`config.mk`:
```
export PLATFORM = sky130hd
export DESIGN_NAME = distance_alarm
export DESIGN_NICKNAME = d
export VERILOG_FILES = /design/src/rtl/distance_alarm.sv
export SDC_FILE = /design/constraint.sdc
export NUM_CORES = 1
export LEC_CHECK = 0
export ABC_AREA = 1
export ABC_CLOCK_PERIOD_IN_PS = 2800
export CAP_MARGIN = 20
export CORE_MARGIN = 3
export CORE_UTILIZATION = 50
export DETAILED_ROUTE_END_ITERATION = 8
export PLACE_DENSITY = 0.71
export RECOVER_POWER = 50
export SLEW_MARGIN = 40
export SYNTH_ARGS = -nofsm -noshare
export SYNTH_HDL_FRONTEND = slang
export SYNTH_SLANG_ARGS = --single-unit
```
`constraint.sdc`:
```
create_clock -name clk -period 2.8 [get_ports clk]
set_input_delay 0.42 -clock clk [delete_from_list [all_inputs] [get_ports clk]]
set_output_delay 0.42 -clock clk [all_outputs]
set_load 0.1 [all_outputs]
```
`src/rtl/distance_alarm.sv`:
```
// Ultrasonic distance alarm: clamp and average samples, classify into zones, drive LEDs and buzzer.
// Optional 4-sample averaging filter is enabled by defining DISTANCE_ALARM_AVG_FILTER_EN.
module distance_alarm #(
  parameter int CLK_HZ     = 100_000_000,
  parameter int NEAR_CM    = 10,
  parameter int MID_CM     = 30,
  parameter int FAR_CM     = 100,
  parameter int HYST_CM    = 2,
  parameter int TIMEOUT_MS = 200
) (
  input  logic        clk,
  input  logic        reset_n,
  input  logic        dist_valid,
  input  logic [15:0] dist_in,
  output logic [15:0] avg_dist,
  output logic        avg_valid,
  output logic [1:0]  zone,
  output logic [7:0]  led_bar,
  output logic        buzzer,
  output logic        timeout
);

  localparam logic [1:0] ZONE_SAFE = 2'd0;
  localparam logic [1:0] ZONE_FAR  = 2'd1;
  localparam logic [1:0] ZONE_MID  = 2'd2;
  localparam logic [1:0] ZONE_NEAR = 2'd3;

  localparam longint unsigned TO_CYC   = 64'(TIMEOUT_MS) * 64'(CLK_HZ) / 64'd1000;
  localparam int              TOW      = $clog2(TO_CYC + 64'd1);
  localparam logic [TOW-1:0]  TO_TERM  = TOW'(TO_CYC);
  localparam longint unsigned FAR_HALF = 64'd250 * 64'(CLK_HZ) / 64'd1000;
  localparam longint unsigned MID_HALF = 64'd100 * 64'(CLK_HZ) / 64'd1000;
  localparam int              BW       = $clog2(FAR_HALF + 64'd1);
  localparam logic [BW-1:0]   FAR_LAST = BW'(FAR_HALF - 64'd1);
  localparam logic [BW-1:0]   MID_LAST = BW'(MID_HALF - 64'd1);

  logic [15:0]    clamped;
  logic [TOW-1:0] gap_q, gap_d;
  logic           timeout_q, timeout_d;
  logic           expire;
  logic [15:0]    avg_dist_q, avg_dist_d;
  logic           avg_valid_q, avg_valid_d;
  logic [1:0]     zone_q, zone_d, target;
  logic [16:0]    exit_thr;
  logic [BW-1:0]  beep_cnt_q, beep_cnt_d, beep_last;
  logic           beep_on_q, beep_on_d;

  assign clamped = (dist_in > 16'd400) ? 16'd400 : dist_in;

  // A sample arriving on the expiry cycle wins, so expiry requires no strobe.
  always_comb begin
    expire    = !dist_valid && (gap_q == TO_TERM - TOW'(1));
    gap_d     = gap_q;
    timeout_d = timeout_q;
    if (dist_valid) begin
      gap_d     = '0;
      timeout_d = 1'b0;
    end else begin
      if (gap_q != TO_TERM) gap_d = gap_q + TOW'(1);
      if (expire) timeout_d = 1'b1;
    end
  end

`ifdef DISTANCE_ALARM_AVG_FILTER_EN
  logic [3:0][15:0] fifo_q, fifo_d;
  logic [17:0]      sum_q, sum_d;
  logic [2:0]       fill_q, fill_d;

  // FIFO starts zeroed, so subtracting the oldest entry is correct while filling.
  always_comb begin
    fifo_d      = fifo_q;
    sum_d       = sum_q;
    fill_d      = fill_q;
    avg_valid_d = 1'b0;
    avg_dist_d  = avg_dist_q;
    if (expire) begin
      fifo_d = '0;
      sum_d  = '0;
      fill_d = '0;
    end else if (dist_valid) begin
      fifo_d = {fifo_q[2:0], clamped};
      sum_d  = sum_q + 18'(clamped) - 18'(fifo_q[3]);
      fill_d = (fill_q == 3'd4) ? 3'd4 : fill_q + 3'd1;
      if (fill_d == 3'd4) begin
        avg_valid_d = 1'b1;
        avg_dist_d  = 16'(sum_d >> 2);
      end
    end
  end

  always_ff @(posedge clk or negedge reset_n) begin
    if (!reset_n) begin
      fifo_q <= '0;
      sum_q  <= '0;
      fill_q <= '0;
    end else begin
      fifo_q <= fifo_d;
      sum_q  <= sum_d;
      fill_q <= fill_d;
    end
  end
`else
  always_comb begin
    avg_valid_d = dist_valid;
    avg_dist_d  = dist_valid ? clamped : avg_dist_q;
  end
`endif

  always_comb begin
    if (avg_dist_q < 16'(NEAR_CM))     target = ZONE_NEAR;
    else if (avg_dist_q < 16'(MID_CM)) target = ZONE_MID;
    else if (avg_dist_q < 16'(FAR_CM)) target = ZONE_FAR;
    else                               target = ZONE_SAFE;
  end

  always_comb begin
    case (zone_q)
      ZONE_NEAR: exit_thr = 17'(NEAR_CM + HYST_CM);
      ZONE_MID:  exit_thr = 17'(MID_CM + HYST_CM);
      ZONE_FAR:  exit_thr = 17'(FAR_CM + HYST_CM);
      default:   exit_thr = '1;
    endcase
  end

  // Moving nearer is immediate; moving farther must clear the current zone's hysteresis band.
  always_comb begin
    zone_d = zone_q;
    if (expire) begin
      zone_d = ZONE_SAFE;
    end else if (avg_valid_q) begin
      if (target > zone_q) begin
        zone_d = target;
      end else if ((target < zone_q) && ({1'b0, avg_dist_q} >= exit_thr)) begin
        zone_d = target;
      end
    end
  end

  assign beep_last = (zone_q == ZONE_MID) ? MID_LAST : FAR_LAST;

  always_comb begin
    beep_cnt_d = beep_cnt_q;
    beep_on_d  = beep_on_q;
    if (zone_d != zone_q) begin
      beep_cnt_d = '0;
      beep_on_d  = 1'b1;
    end else if (beep_cnt_q >= beep_last) begin
      beep_cnt_d = '0;
      beep_on_d  = !beep_on_q;
    end else begin
      beep_cnt_d = beep_cnt_q + BW'(1);
    end
  end

  always_ff @(posedge clk or negedge reset_n) begin
    if (!reset_n) begin
      gap_q       <= '0;
      timeout_q   <= 1'b0;
      avg_dist_q  <= '0;
      avg_valid_q <= 1'b0;
      zone_q      <= ZONE_SAFE;
      beep_cnt_q  <= '0;
      beep_on_q   <= 1'b1;
    end else begin
      gap_q       <= gap_d;
      timeout_q   <= timeout_d;
      avg_dist_q  <= avg_dist_d;
      avg_valid_q <= avg_valid_d;
      zone_q      <= zone_d;
      beep_cnt_q  <= beep_cnt_d;
      beep_on_q   <= beep_on_d;
    end
  end

  always_comb begin
    if (timeout_q) begin
      led_bar = 8'h00;
      buzzer  = 1'b0;
    end else begin
      case (zone_q)
        ZONE_FAR:  begin led_bar = 8'b0000_1111; buzzer = beep_on_q; end
        ZONE_MID:  begin led_bar = 8'b0011_1111; buzzer = beep_on_q; end
        ZONE_NEAR: begin led_bar = 8'b1111_1111; buzzer = 1'b1;      end
        default:   begin led_bar = 8'b0000_0001; buzzer = 1'b0;      end
      endcase
    end
  end

  assign avg_dist  = avg_dist_q;
  assign avg_valid = avg_valid_q;
  assign zone      = zone_q;
  assign timeout   = timeout_q;

endmodule

```
==> impl_results.md, run 1 <==
* Hold violation count in the final report at 0
* RSZ-0062 raised after global routing: true
* Vertical die dimension at 107 microns
* Cells traversed along the worst timing path: inv_4 > ha_4 > clkinvlp_4 > buf_4 > ha_1 > nand2_1 > nor2_1 > and2_1 > nand2_1 > nand2_2 > nor2_4 > a21oi_4 > nand4_1 > nand2_4 > clkbuf_16 > nor3_4
* Number of distinct library cell variants in the gate-level netlist after synthesis at 42
* Cell mode on critical path: nand2_1
* Portion of the post-synthesis area used by sequential elements at a little over a third
* Antenna Nets Post-Route at 0
* Via count of the first global-routing pass at 4433
* Clock slew at reported path FFs at 0.09 ns
* Aggregate routed wire length at 13.4 mm
* Fraction of layout instances using a drive strength above 1 at 21.8%
* Hold-fix buffers at CTS at 0
* Number of enable flip-flop cells after synthesis at 0
* Setup slack after placement at -0.0407 ns
* Most frequent cell after synthesis: nand2_1
* Setup slack of the critical path after layout at 0.0157 ns
* 1st-iter DRT viols at approximately 190
* Critical path data required time at 3.04 ns
* Top Ports at 48
* Worst ir drop on vdd at 0.759 mV
* CTS Root Buffer Type: clkbuf_8
* Pin count of the biggest net entering global routing at 29
* Shortest period the worst path allows at roughly 2.8 ns
* Slowest CP cell: dfrtp_4
* Worst setup EP type: flip-flop
* Post-detailed-route DRC marker count at 0
* Status: finished, final reports clean
* Post-synthesis instance area at 0.00508 sq mm
* Core region area at ~0.01 sq mm
* Number of failing setup endpoints in the final timing report at 0
* Maximum clock rate at 359 MHz
* Async SR Flop Fraction at 100%
* Largest buffer count on any clock path at 2
* Mean Syn Cell Area at ~7.8 sq um
* MaxCap Viol Count at 0
* Number of sinks on the clock net at 71
* Area growth from synthesis to final layout at 23.3%
* Drt first pass iters at 5
* Die area at 0.0114 sq mm
* Most area-hungry cell type in the Yosys netlist: dfrtp_1
* Areal power density over the cells at 676 mW/mm^2
* TritonCTS clock tree: yes
* Initial cell density of the core at 51.8%
* Number of vias after detailed routing at 4702
* Final cell area excluding filler cells at ~0.0063 sq mm
* Actual slew at the worst max-slew pin at 1.42 ns
* Register bit total from synthesis at 71
* Die Span X at 107 microns
* Leak Pwr at 0.00282 uW
* Total track usage at 22.9%
* Final setup skew at 0.0137 ns
* Total cell area at the placement stage at 0.00571 sq mm
* Path type of the worst setup path: flip-flop to flip-flop
* Top cells by instance count after synthesis: nand2_1, inv_1, nor2_1
* Vias per inst at 5.43
* Crit start category: flip-flop
* Synthesized Nets at 712
* Length in cells of the worst reg-to-reg path at 16
* Detailed-route wire length per cell at 15.5 microns
* Source-to-sink clock delay at the later pin of the worst-skew pair at 0.36 ns
* Wire length of the first global-routing pass at 21.0 mm
* Number of standard-cell rows in the floorplan at 36
* Antenna diodes at 0
* Arrival time reported for the critical path endpoint at 3.02 ns
* Total of buffers placed on input and output ports at 47
* Synth warnings at 0
* Yosys top cell area share at 34.4%
* Overflow left after global routing at 0
* Worst Path Buf+Inv at 4
* Worst path max stage delay at about 0.49 ns
* Dominant register cell in the synthesized netlist: dfrtp_1
* Family with the most delay on the worst path: simple AND/OR/NAND/NOR gates
* Max-slew headroom at the worst pin at around 5.4%
* Final total negative setup slack at 0 ns
* Num CTS Buffers at 9
* Top area cells in the synthesized netlist: dfrtp_1, ha_1, nand2_1
* Hpwl dp at roughly 9.4 mm
* Initial antenna violation count at 0
* Gpl congestion at roughly 0.90
* Max Transition Viols Final at 0
* Crit. path cell count at 16
* Period utilization at 99.4%
* Hold Crit Class: input pin to asynchronous set/reset pin
* Total number of nets in the final design at 785
* Critical path peak fanout at 7
* H-tree depth reported by CTS at 3
* Cells after Synth at roughly 660
* R2r setup slk at 0.02 ns
[placed cells by master, fill, tap and decap left out, drive strengths merged, types with 16 or more instances in the layout]
master / instances
buf: 55
a21oi: 32
clkbuf: 16
nand3: 41
xor2: 20
nor2: 87
ha: 38
nand3b: 20
nand2: 118
dfrtp: 70
inv: 92
nor3: 49
nand4: 22
clkdlybuf4s50: 17
o21ai: 21
[kinds of logic after synthesis]
logic type | count (synthesis) | share of synthesized area (%)
compound gates | 67 | 7.26
xor+xnor | 25 | 4.31
fa+ha+maj | 38 | 9.35
buf+inv | 109 | 9.08
flops | 71 | 35.0
simple gates | 345 | 35.0
[routing by layer]
metal	part of all wire, %	track usage, %	up-vias
met3	4.2	4.64	41
met4	3.6	8.40	0
met2	50	39.1	121
met5	0	0	-
met1	42	28.6	2232
li1	-	-	2308
[state kept, by name (all words and copies together) (netlist names)]
signal      flops
avg_valid       1
beep_cnt_q     25
gap_q          25
timeout         1
avg_dist       16
zone            2
beep_on_q       1
[through the flow]
stage	utilization (%)	instances	hold WS [ns]	total power (uW)
finish	63.9	866	0.367	4240
detailed placement	58.1	832	0.445	3110
floorplan	-	655	0.124	2680
global route	63.9	866	0.444	4490
CTS	60.8	857	0.0468	3980
global placement	58.1	832	0.442	3070
[final cells by class]
class | count | area (sq um)
clock buffers | 9 | 124
clock inverters | 7 | 55.1
fillers | 860 | 3550
inverters | 91 | 348
multi-input cells | 476 | 3060
flip-flops and latches | 71 | 1800
well taps | 133 | 166
repair buffers | 79 | 719
[where the power goes]
| part | leakage [uW] | internal, uW | switching (uW) |
|---|---|---|---|
| clock | 0.0000866 | 331 | 436 |
| sequential | 0.000944 | 1090 | 63.8 |
| combinational | 0.00179 | 755 | 1560 |
[worst reg2reg max path, cell delays in order, from the launching register on]
cell and delay [ns]:
dfrtp_4 0.49, inv_4 0.09, ha_4 0.15, clkinvlp_4 0.14
buf_4 0.18, ha_1 0.27, nand2_1 0.06, nor2_1 0.18
and2_1 0.17, nand2_1 0.07, nand2_2 0.08, nor2_4 0.05
a21oi_4 0.17, nand4_1 0.16, nand2_4 0.17, clkbuf_16 0.21
nor3_4 0.04
[path summary, 6_finish.rpt]
check                           from              to
max                          zone[0]  beep_cnt_q[18]
min                          reset_n    avg_dist[13]
max reg2reg                  zone[0]  beep_cnt_q[18]
min reg2reg                gap_q[20]       gap_q[20]
max in group asynchronous    reset_n        gap_q[6]
min in group clk           gap_q[20]       gap_q[20]
[timing repair]
action                                 in CTS  in global routing
pin swaps                                   4                  8
cloned                                      0                  5
setup endpoints to repair                  23                 26
setup buffers                               9                  4
gates resized for setup                     5                 41
endpoints found under the hold margin       0                  0
Power figures use the tool's default switching activity.
==> inputs of run 2 (changes only) <==
--- a/config.mk
+++ b/config.mk
@@ -12,8 +12,7 @@
 export CORE_UTILIZATION = 50
 export DETAILED_ROUTE_END_ITERATION = 8
 export PLACE_DENSITY = 0.71
-export RECOVER_POWER = 50
-export SLEW_MARGIN = 40
+export SLEW_MARGIN = 20
 export SYNTH_ARGS = -nofsm -noshare
 export SYNTH_HDL_FRONTEND = slang
 export SYNTH_SLANG_ARGS = --single-unit
==> constraint.sdc (replaced) <==
create_clock -name clk -period 2.8 [get_ports clk]
set_input_delay 0.42 -clock clk [delete_from_list [all_inputs] [get_ports clk]]
set_output_delay 0.42 -clock clk [all_outputs]
set_load 0.01 [all_outputs]
==> run 2 against run 1 <==
Effect of this change:
- the flow now finishes with violations (setup timing)
- global-route usage is 0.91 points higher
- maximum frequency is 1.5% lower
- total power is 11% lower
- highest routed layer unchanged
- flip-flop and latch count stayed put
- critical endpoint is now beep_cnt_q[17]
- clock skew is 0.0047 ns lower
- final cell count is 1.0% lower
- non-clock buffer count is 11 lower
- worst hold slack worse by 0.24 ns
==> impl_results.md, run 2 (same netlist as run 1, synthesis figures left out) <==
* Setup slack after placement at -0.0302 ns (+0.0105 ns)
* Post-detailed-route DRC marker count at 0 (unchanged)
* Leak Pwr at 0.00278 uW (-1.2%)
* Total of buffers placed on input and output ports at 47 (unchanged)
* # fillers at 846 (-1.6%)
* Overflow left after global routing at 0 (unchanged)
* Worst ir drop on vdd at 0.369 mV (-51%)
* Clock slew at reported path FFs at 0.08 ns (about the same)
* Max Transition Viols Final at 0 (unchanged)
* Number of standard-cell rows in the floorplan at 36 (unchanged)
* Violated checks: setup timing
* Crit start category: flip-flop
* Hold Crit Class: input pin to asynchronous set/reset pin
* Setup slack of the critical path after layout at -0.0272 ns (-0.0429 ns)
* R2r setup slk at -0.03 ns (-0.04 ns)
* Final total negative setup slack at -0.141 ns (-0.141 ns)
* CTS Root Buffer Type: clkbuf_8
* Vias per inst at 5.50 (+1.2%)
* Total cell area at the placement stage at 0.00570 sq mm (-0.20%)
* Top Ports at 48 (unchanged)
* Number of sinks on the clock net at 71 (unchanged)
* Num CTS Buffers at 9 (unchanged)
* Die Span X at 107 microns (unchanged)
* Hold-fix buffers at CTS at 0 (unchanged)
* Source-to-sink clock delay at the later pin of the worst-skew pair at 0.36 ns (about the same)
* Drt first pass iters at 7 (+2)
* Critical path data required time at 3.10 ns (+0.06 ns)
* Initial antenna violation count at 0 (unchanged)
* Worst setup EP type: flip-flop
* 1st-iter DRT viols at 257 (+32%)
* Total number of nets in the final design at 777 (-1.0%)
* Path type of the worst setup path: flip-flop to flip-flop
* Core region area at 0.00982 sq mm (unchanged)
* Areal power density over the cells at 603 mW/mm^2 (-11%)
* Overall Power at 3770 uW (-11%)
* Area of the multi-input gates at 0.00306 sq mm (unchanged)
* Reg-to-reg critical path endpoint: beep_cnt_q[17]
* RSZ-0062 raised after global routing: true
* Destination of the critical timing path: beep_cnt_q[17]
* Area growth from synthesis to final layout at 23.0%
* H-tree depth reported by CTS at 3 (unchanged)
* Actual slew at the worst max-slew pin at 0.787 ns (-0.632 ns)
* Via count of the first global-routing pass at 4490 (+1.3%)
* Final setup skew at 0.00902 ns (-0.00472 ns)
* Antenna Nets Post-Route at 0 (unchanged)
* Critical path peak fanout at 7 (unchanged)
* Hold violation count in the final report at 0 (unchanged)
* Final cell area excluding filler cells at 0.00625 sq mm (-0.26%)
* Pin count of the biggest net entering global routing at 39 (+34%)
* Arrival time reported for the critical path endpoint at 3.12 ns (+0.10 ns)
* Total track usage at 23.8% (+0.91 points)
* Largest buffer count on any clock path at 2 (unchanged)
* Shortest period the worst path allows at 2.83 ns (+0.0429 ns)
* Launching instance or port of the critical path: avg_dist[12]
* Wire length of the first global-routing pass at 21.6 mm (+3.0%)
* Die area at 0.0114 sq mm (unchanged)
* Hpwl dp at 9.62 mm (+2.4%)
* Fraction of layout instances using a drive strength above 1 at 14.8% (-7.0 points)
* Aggregate routed wire length at 13.8 mm (+3.2%)
* TritonCTS clock tree: yes
* Gpl congestion at 0.949 (+5.1%)
* Number of vias after detailed routing at 4710 (+0.17%)
* Detailed-route wire length per cell at 16.1 microns (+4.2%)
* Max-slew headroom at the worst pin at 47.5% (+42 points)
* Antenna diodes at 0 (unchanged)
* Length in cells of the worst reg-to-reg path at 21 (+5)
* Sequential cell area at 0.00178 sq mm (-0.97%)
* MaxCap Viol Count at 0 (unchanged)
* Initial cell density of the core at 51.8% (unchanged)
* Leading cell type in the layout, fill and taps excluded: nand2_1
* Maximum clock rate at 354 MHz (-1.5%)
* Status: complete, but fails checks
* Period utilization at 101% (+1.5 points)
* Vertical die dimension at 107 microns (unchanged)
* Commonest cells after routing, fill and taps aside: nand2_1, inv_1, nor2_1
* Number of failing setup endpoints in the final timing report at 8 (+8)
* Startpoint of the lowest-slack register-to-register path: avg_dist[12]
## run 2: cell types whose count changed in the layout (fill, tap and decap cells not counted), moves of 8 or more
| cell | delta |
|---|---|
| nor3_4 | -11 |
| clkdlybuf4s50_1 | +29 |
| nor3_2 | +10 |
| dfrtp_1 | +10 |
| dfrtp_2 | -8 |
| buf_4 | -34 |
## run 2: how the worst min path moves through the flow
stage	start	to	slack, ns	depth (start not counted)
final	reset_n	beep_cnt_q[2]	0.13	1
after global routing	reset_n	beep_cnt_q[2]	0.18	1
after CTS	reset_n	beep_cnt_q[2]	0.15	1
after detailed placement	gap_q[20]	gap_q[20]	0.48	1
after global placement	gap_q[20]	gap_q[20]	0.48	1
after floorplan	reset_n	avg_dist[0]	0.12	0
## run 2: cell type report
cell class | count | share of cell area, %
clock buffers | 10 | 2.20
flip-flops and latches | 71 | 28.4
multi-input cells | 479 | 48.9
clock inverters | 5 | 1.32
repair buffers | 68 | 10.9
well taps | 133 | 2.66
inverters | 91 | 5.52
## run 2: power breakdown
part	switching [uW]	internal [uW]	total (uW)	leakage, uW
registers	59.9	1080	1140	0.000955
logic	964	728	1690	0.00173
clock network	415	521	936	0.000101
## run 2: per-stage QoR
step | util [%] | hold WS, ns | instances
final | 63.7 | 0.130 | 857
after global routing | 63.7 | 0.181 | 857
after detailed placement | 58.0 | 0.485 | 827
after global placement | 58.0 | 0.479 | 827
after CTS | 60.5 | 0.154 | 843
after floorplan | - | 0.124 | 655
## run 2: worst max-delay path: stages, from the launching register on
cell and delay, ns:
dfrtp_1 0.42, nor2_1 0.12, nand2_1 0.07, nor2_2 0.17
inv_2 0.07, nor2_4 0.12, nor2_2 0.04, nor2_2 0.17
ha_2 0.21, inv_2 0.05, a21oi_4 0.15, nand2_1 0.08
nor2_2 0.12, nand2_2 0.07, nor2_4 0.14, nand2_2 0.07
nand3b_1 0.09, nand2_1 0.09, nand2_2 0.10, nand2_4 0.08
clkbuf_16 0.18, nor3_4 0.15
## run 2: what timing repair did
item,4_1_cts,5_1_grt
setup endpoints to repair,12,26
cloned,1,5
setup buffers,0,9
resized for setup,2,37
pin swaps,1,27
## run 2: per-layer routing
layer | global-route usage (%) | part of all wire, % | up-vias
li1 | - | - | 2289
met1 | 31.2 | 44 | 2208
met2 | 39.7 | 48 | 174
met3 | 4.88 | 5.8 | 39
met4 | 7.21 | 2.9 | 0
met5 | 0 | 0 | -
